### src/rtl/pwm_dac_if.sv
// Sample handshake and PWM status bundle between the AM stage and the PWM DAC.
// The master side supplies samples and enable; the slave side is the DAC.
interface pwm_dac_if #(
  parameter int WIDTH       = 7,
  parameter int COUNT_WIDTH = 7
);
  logic                   enable;
  logic [WIDTH-1:0]       duty_cycle;
  logic                   duty_valid;
  logic                   duty_ready;
  logic                   pwm_out;
  logic                   zero;
  logic                   underrun;
  logic [COUNT_WIDTH-1:0] count_value;

  modport master (
    output enable, duty_cycle, duty_valid,
    input  duty_ready, pwm_out, zero, underrun, count_value
  );

  modport slave (
    input  enable, duty_cycle, duty_valid,
    output duty_ready, pwm_out, zero, underrun, count_value
  );
endinterface

### src/rtl/pwm_dac_buffered.sv
// PWM DAC with a one-deep shadow register; new duty values are loaded only at
// period wraps so pulses are never truncated. zero marks each period start.
module pwm_dac_buffered #(
  parameter int WIDTH       = 7,
  parameter int COUNT_WIDTH = 7,
  parameter int MAX_COUNT   = 127
) (
  input logic     clk,
  input logic     reset,
  pwm_dac_if.slave bus
);

  localparam int CMP_WIDTH = (WIDTH > COUNT_WIDTH) ? WIDTH : COUNT_WIDTH;
  localparam logic [COUNT_WIDTH-1:0] TERMINAL = COUNT_WIDTH'(MAX_COUNT);

  logic [COUNT_WIDTH-1:0] count;
  logic [WIDTH-1:0]       shadow;
  logic                   shadow_full;
  logic [WIDTH-1:0]       active_duty;
  logic                   pwm_q;
  logic                   zero_q;
  logic                   underrun_q;

  logic                   wrap;
  logic                   accept;
  logic [CMP_WIDTH-1:0]   count_ext;
  logic [CMP_WIDTH-1:0]   duty_ext;

  assign wrap      = bus.enable && (count == TERMINAL);
  assign accept    = bus.duty_valid && !shadow_full;
  assign count_ext = CMP_WIDTH'(count);
  assign duty_ext  = CMP_WIDTH'(active_duty);

  always_ff @(posedge clk) begin
    if (reset) begin
      count       <= '0;
      shadow      <= '0;
      shadow_full <= 1'b0;
      active_duty <= '0;
      pwm_q       <= 1'b0;
      zero_q      <= 1'b0;
      underrun_q  <= 1'b0;
    end else begin
      if (bus.enable) begin
        count <= wrap ? '0 : count + COUNT_WIDTH'(1);
        pwm_q <= (count_ext < duty_ext);
      end
      zero_q     <= wrap;
      underrun_q <= wrap && !shadow_full;
      // Accept can only coincide with a wrap when the shadow is empty, so the
      // transfer and the load never compete for the shadow register.
      if (wrap && shadow_full) begin
        active_duty <= shadow;
        shadow_full <= 1'b0;
      end else if (accept) begin
        shadow      <= bus.duty_cycle;
        shadow_full <= 1'b1;
      end
    end
  end

  assign bus.duty_ready  = !shadow_full;
  assign bus.pwm_out     = pwm_q;
  assign bus.zero        = zero_q;
  assign bus.underrun    = underrun_q;
  assign bus.count_value = count;

endmodule

### src/flat_wrapper.sv
// flat-port wrapper written by rule: the top's interface ports become plain ports
module pwm_dac_buffered_flat 
#(
  parameter int WIDTH       = 7,
  parameter int COUNT_WIDTH = 7,
  parameter int MAX_COUNT   = 127
)
  (clk, reset, bus_enable, bus_duty_cycle, bus_duty_valid, bus_duty_ready, bus_pwm_out, bus_zero, bus_underrun, bus_count_value);
  pwm_dac_if #(.WIDTH(WIDTH), .COUNT_WIDTH(COUNT_WIDTH)) bus_i ();
  input logic clk;
  input logic reset;
  input wire logic [$bits(bus_i.enable)-1:0] bus_enable;
  input wire logic [$bits(bus_i.duty_cycle)-1:0] bus_duty_cycle;
  input wire logic [$bits(bus_i.duty_valid)-1:0] bus_duty_valid;
  output wire logic [$bits(bus_i.duty_ready)-1:0] bus_duty_ready;
  output wire logic [$bits(bus_i.pwm_out)-1:0] bus_pwm_out;
  output wire logic [$bits(bus_i.zero)-1:0] bus_zero;
  output wire logic [$bits(bus_i.underrun)-1:0] bus_underrun;
  output wire logic [$bits(bus_i.count_value)-1:0] bus_count_value;
  assign bus_i.enable = bus_enable;
  assign bus_i.duty_cycle = bus_duty_cycle;
  assign bus_i.duty_valid = bus_duty_valid;
  assign bus_duty_ready = bus_i.duty_ready;
  assign bus_pwm_out = bus_i.pwm_out;
  assign bus_zero = bus_i.zero;
  assign bus_underrun = bus_i.underrun;
  assign bus_count_value = bus_i.count_value;
  pwm_dac_buffered #(.WIDTH(WIDTH), .COUNT_WIDTH(COUNT_WIDTH), .MAX_COUNT(MAX_COUNT)) u_core (.clk(clk), .reset(reset), .bus(bus_i));
endmodule
### config.mk
export PLATFORM = sky130hd
export DESIGN_NAME = pwm_dac_buffered_flat
export DESIGN_NICKNAME = d
export VERILOG_FILES = /design/src/rtl/pwm_dac_if.sv /design/src/rtl/pwm_dac_buffered.sv /design/src/flat_wrapper.sv
export SDC_FILE = /design/constraint.sdc
export NUM_CORES = 1
export LEC_CHECK = 0
export CAP_MARGIN = 10
export CORE_MARGIN = 2
export CORE_UTILIZATION = 46
export DETAILED_ROUTE_END_ITERATION = 6
export PLACE_DENSITY = 0.72
export SLEW_MARGIN = 30
export SYNTH_ARGS = -nofsm -noshare
export SYNTH_HDL_FRONTEND = slang
export SYNTH_SLANG_ARGS = --single-unit
### constraint.sdc
create_clock -name clk -period 2.8 [get_ports clk]
set_input_delay 0.7 -clock clk [delete_from_list [all_inputs] [get_ports clk]]
set_output_delay 0.7 -clock clk [all_outputs]
set_load 0.01 [all_outputs]
# Yosys cells after proc, flatten, opt, wreduce, memory -nomap -nowiden
# Cells that the tools add are included.
[totals]
out_inout_bits = 11
inputBits = 11
elab_cells = 19
regBits = 25
[op_classes]
n_mux = 1
n_reduce_logical = 7
bitwise_logic = 1
n_addsub = 1
magnitude_cmp = 1
n_eq_ne = 1
[op_table]
columns = ["operator", "n"]
rows = [
  ["adder 7 x 1 -> 7 bit (second input constant)", 1],
  ["equality test 7 bit (second input constant)", 1],
  ["< comparator 7 bit", 1],
  ["2-to-1 mux 7 bit", 1],
  ["logical AND 1 bit", 4],
  ["AND reduction 2 bit", 1],
  ["OR reduction 2 bit", 1],
  ["logical NOT 1 bit", 1],
  ["NOT 1 bit", 1],
]

# Longest topological paths before layout
[depth]
ltp_word = 5
ltp_mapped = 5
mapped_depth_nobuf = 5

# Least setup slack after synthesis
# Ideal clock, no wire load.
[synth_timing]
kind = "in2reg"
start = "input port bus_enable"
end = "register u_core.active_duty[5]"
arrival_time_ps = 1601
path_buffers = 1
setup_slack_ps = 1071
cell_stages = 5
cell_sequence = "buf_4 nand4_4 nor3_4 mux2i_1 nor2_1"
[synth_via]
elab_chain_len = 2
[synth_rtl]
columns = ["element", "line_no", "rtl"]
rows = [
  ["start, declared", "flat_wrapper.sv:12", "input wire logic [$bits(bus_i.enable)-1:0] bus_enable;"],
  ["logical AND 1 bit", "pwm_dac_buffered.sv:29", "assign wrap = bus.enable && (count == TERMINAL);"],
  ["logical AND 1 bit", "pwm_dac_buffered.sv:52", "if (wrap && shadow_full) begin"],
  ["end signal, assigned", "pwm_dac_buffered.sv:53", "active_duty <= shadow;"],
  ["end, declared", "pwm_dac_buffered.sv:19", "logic [WIDTH-1:0] active_duty;"],
]
# No other way between the ends.
# A chain may end at the register's enable or synchronous reset.

# Worst setup path after layout
[layout_timing]
start = "register u_core.count[2], in the netlist u_core.bus.count_value[2]"
end = "output port bus_count_value[2]"
[layout_rtl]
columns = ["element", "line_no", "rtl"]
rows = [
  ["start, declared", "pwm_dac_buffered.sv:16", "logic [COUNT_WIDTH-1:0] count;"],
  ["start signal, assigned", "pwm_dac_buffered.sv:45", "count <= wrap ? '0 : count + COUNT_WIDTH'(1);"],
  ["end, declared", "flat_wrapper.sv:19", "output wire logic [$bits(bus_i.count_value)-1:0] bus_count_value;"],
]
# No word-level cell between the ends.

==> results_dict.tcl <==
set metrics [dict create \
    status "finished, final reports clean" \
    finalMaxSlewViolations 0 \
    clockBufferDepth 2 \
    worst-endpoint-arrival_ns 1.42 \
    synthFlopType "sky130_fd_sc_hd__dfxtp_1" \
    chip_width_um 53.2 \
    post_synth_inst_count 117 \
    clk_root_buf "sky130_fd_sc_hd__clkbuf_4" \
    route.final.wire_length_um 2070 \
    avgSynthCellArea_um2 9.53 \
    internal-power_mw 0.457 \
    layout_common_cells "sky130_fd_sc_hd__dfxtp_1, sky130_fd_sc_hd__nor2_1, sky130_fd_sc_hd__clkdlybuf4s50_1" \
    post-synth-top-area-fraction_pct 44.9 \
    grt_antenna_before_repair 0 \
    fin_crit_share_pct 75.6 \
    count_of_flip_flops_with_a_built_in_enable_after_synthesis 0 \
    yosysWarnings 0 \
    dp_hpwl_um 1600 \
    rr_worst_depth 5 \
    hold-path-cell-count 2 \
    area_growth_pct 24.2 \
    mux_cell_area_share_after_synthesis_pct 13.5 \
    via_count 878 \
    grt.total_usage_pct 17.1 \
    row_count 17 \
    dominant_combinational_cell_family_by_area_after_synthesis "simple AND/OR/NAND/NOR gates" \
    crit_path_start_kind "flip-flop" \
    synthDominantAreaCellType "sky130_fd_sc_hd__dfxtp_1" \
    final_common_cell "sky130_fd_sc_hd__dfxtp_1" \
    floorplan.initialDensity_pct 49.4 \
    area_of_the_die_um2 2830 \
    holdPathEnd "u_core.bus.pwm_out" \
    setup_tns_final_ns 0 \
    viasPerCell 5.23 \
    clock_power_share_pct 26.4 \
    worst-endpoint-required_ns 2.10 \
    cts.clk_slew.worst_paths_ns 0.13 \
    power_switching_share_pct 22.7 \
    post_synthesis_xor_xnor_area_fraction_pct 3.14 \
    numCtsBuffers 3 \
    regToRegEndpoint "u_core.active_duty[5]" \
    synth_area_um2 1110 \
    drive_above_1_share_pct 7.14 \
    initialDrtViolationCount 6 \
    numPortBuffers 21 \
    cts.hold.buffers_added 0 \
    count_of_cell_types_in_the_netlist 27 \
    first_global_vias 750 \
    num-nets-final 159 \
    pin_count 22 \
    hold_viol_final 0 \
    critPathMaxFanout 6 \
    floorplan.die.height_um 53.2 \
    finalSetupViolCount 0 \
    timing.hold.worst.start "u_core.bus.pwm_out" \
    share_comb_of_total_power_pct 10.4 \
    largest_net_degree_at_the_start_of_global_routing 16 \
    finalClockSkew_ns 0.0107 \
    hold_slack_ns 0.493 \
    power.ir.vdd_worst_mv 0.411 \
    critical-path-max-stage-delay_ns 0.59 \
    syn_nets 135 \
    reg2reg_slack_ns 1.02 \
    synth_area_in_simple_gates_pct 21.2 \
    antenna-diode-count 0 \
    remaining_drc_errors 0 \
    core_area_um2 2250 \
    final.min_clock_period_ns 2.12 \
    clock_tree.htree_level_count 1 \
    leakage_nw 0.538 \
    crit_family "buffers and inverters" \
    postCtsSetupBuffers 0 \
    detail_route.first_pass.iterations 4 \
    weighted_congestion_reported_at_the_end_of_routability_driven_placement 0.752 \
    worstSetupPathType "flip-flop to output pin" \
    share_seq_of_total_power_pct 63.2 \
    worst_hold_path_type "flip-flop to flip-flop" \
    ant_nets 0 \
    cp_cell_sequence "clkdlybuf4s50_1" \
    synth-seq-area-share_pct 44.9 \
    synth_seq_cells 25 \
    power-per-cell-area_nw_per_um2 427 \
    critPathCaptureType "output pin" \
    synth-async-reset-ratio_pct 0 \
    grt_setup_unrepaired "no" \
    synth.area.top_cells "sky130_fd_sc_hd__dfxtp_1, sky130_fd_sc_hd__mux2i_1, sky130_fd_sc_hd__ha_1" \
    tritoncts_clock_tree "built" \
    synth_adder_area_share_pct 7.86 \
    grt_overflow 0 \
    fraction_of_the_mapped_netlist_area_in_compound_gates_pct 4.26 \
    crit_path_top_delay_cell "sky130_fd_sc_hd__clkdlybuf4s50_1" \
    switching_component_of_the_power_mw 0.134 \
    route.detailed.wl_per_inst_um 12.3 \
    fmax_mhz 472 \
    grt_first_pass_wirelength_um 3440 \
    cts_sinks 25 \
    post_cts_resized 0 \
    crit-reg2reg-launch "u_core.bus.count_value[1]" \
    clk_latency_ns 0.31 \
    slew_headroom_pct 63.8 \
    reported_max_cap_violation_count 0 \
    worstPathBufferInverterCount 1 \
    worst_pin_slew_ns 0.541 \
]
power by group through the flow:
stage / registers (mW) / logic (mW) / clock network, mW
CTS: 0.374 / 0.0622 / 0.161
floorplan: 0.381 / 0.0320 / 0
finish: 0.373 / 0.0615 / 0.156
global route: 0.375 / 0.0683 / 0.181
global placement: 0.381 / 0.0596 / 0
detailed placement: 0.382 / 0.0619 / 0
worst min-delay path, delay by kind of cell (launching register included):
kind,cells,cell delay [ns]
compound gates,1,0.07
flops,1,0.34
buf+inv,1,0.05
worst max-delay path by stage:
stage	startpoint	end	slack, ns	cells after the start
after floorplan	bus_enable	u_core.active_duty[5]	1.07	5
after global placement	bus_enable	u_core.active_duty[5]	0.57	5
after detailed placement	bus_enable	u_core.active_duty[5]	0.53	5
after CTS	u_core.bus.count_value[3]	bus_count_value[3]	0.67	1
after global routing	u_core.bus.count_value[3]	bus_count_value[3]	0.60	1
final	u_core.bus.count_value[2]	bus_count_value[2]	0.68	1
cells in the mapped netlist, types with 3 or more instances:
| master | count |
|---|---|
| sky130_fd_sc_hd__nand2_1 | 4 |
| sky130_fd_sc_hd__a21oi_1 | 5 |
| sky130_fd_sc_hd__inv_1 | 9 |
| sky130_fd_sc_hd__nor3_1 | 4 |
| sky130_fd_sc_hd__dfxtp_1 | 25 |
| sky130_fd_sc_hd__clkbuf_1 | 3 |
| sky130_fd_sc_hd__ha_1 | 7 |
| sky130_fd_sc_hd__nor2_1 | 21 |
| sky130_fd_sc_hd__mux2i_1 | 15 |
| sky130_fd_sc_hd__nand4_1 | 3 |
layout make-up:
class / count / area (um^2)
clock buffer: 4 / 26.3
multi-input combinational: 78 / 557
tap: 28 / 35.0
sequential: 25 / 500
inverter: 9 / 33.8
timing repair buffer: 24 / 233
fill: 208 / 870
flip-flops by register name, indices dropped and copies added (netlist names):
name                    cells
u_core.bus.pwm_out          1
u_core.shadow               7
u_core.bus.zero             1
u_core.shadow_full          1
u_core.active_duty          7
u_core.bus.underrun         1
u_core.bus.count_value      7
metal layers:
layer / GRT usage (%) / share of wire [%] / up-vias
met3: 6.78 / 5.1 / 4
met2: 27.2 / 49 / 17
met4: 4.70 / 1.4 / 0
met1: 21.4 / 45 / 411
met5: 0 / 0 / -
li1: - / - / 446
per-stage QoR:
stage | util [%] | worst slack [ns] | cells | total power [mW] | area [um^2]
2_1_floorplan | - | 1.07 | 117 | 0.413 | 1110
3_3_place_gp | 60.3 | 0.573 | 164 | 0.441 | 1360
3_5_place_dp | 60.3 | 0.530 | 164 | 0.444 | 1360
4_1_cts | 61.4 | 0.669 | 168 | 0.597 | 1390
5_1_grt | 61.4 | 0.605 | 168 | 0.625 | 1390
6_report | 61.4 | 0.683 | 168 | 0.591 | 1390
logic make-up (layout without fill, tap and decap cells):
group                      Yosys count  after routing
AOI/OAI and AO/OA                    8              8
xor gates and xnor gates             4              4
adders and majority gates            7              7
buffers and inverters               14             37
DFF                                 25             25
muxes                               15             15
and+or+nand+nor                     44             44
Note: power is estimated with default switching activity, not from simulation.
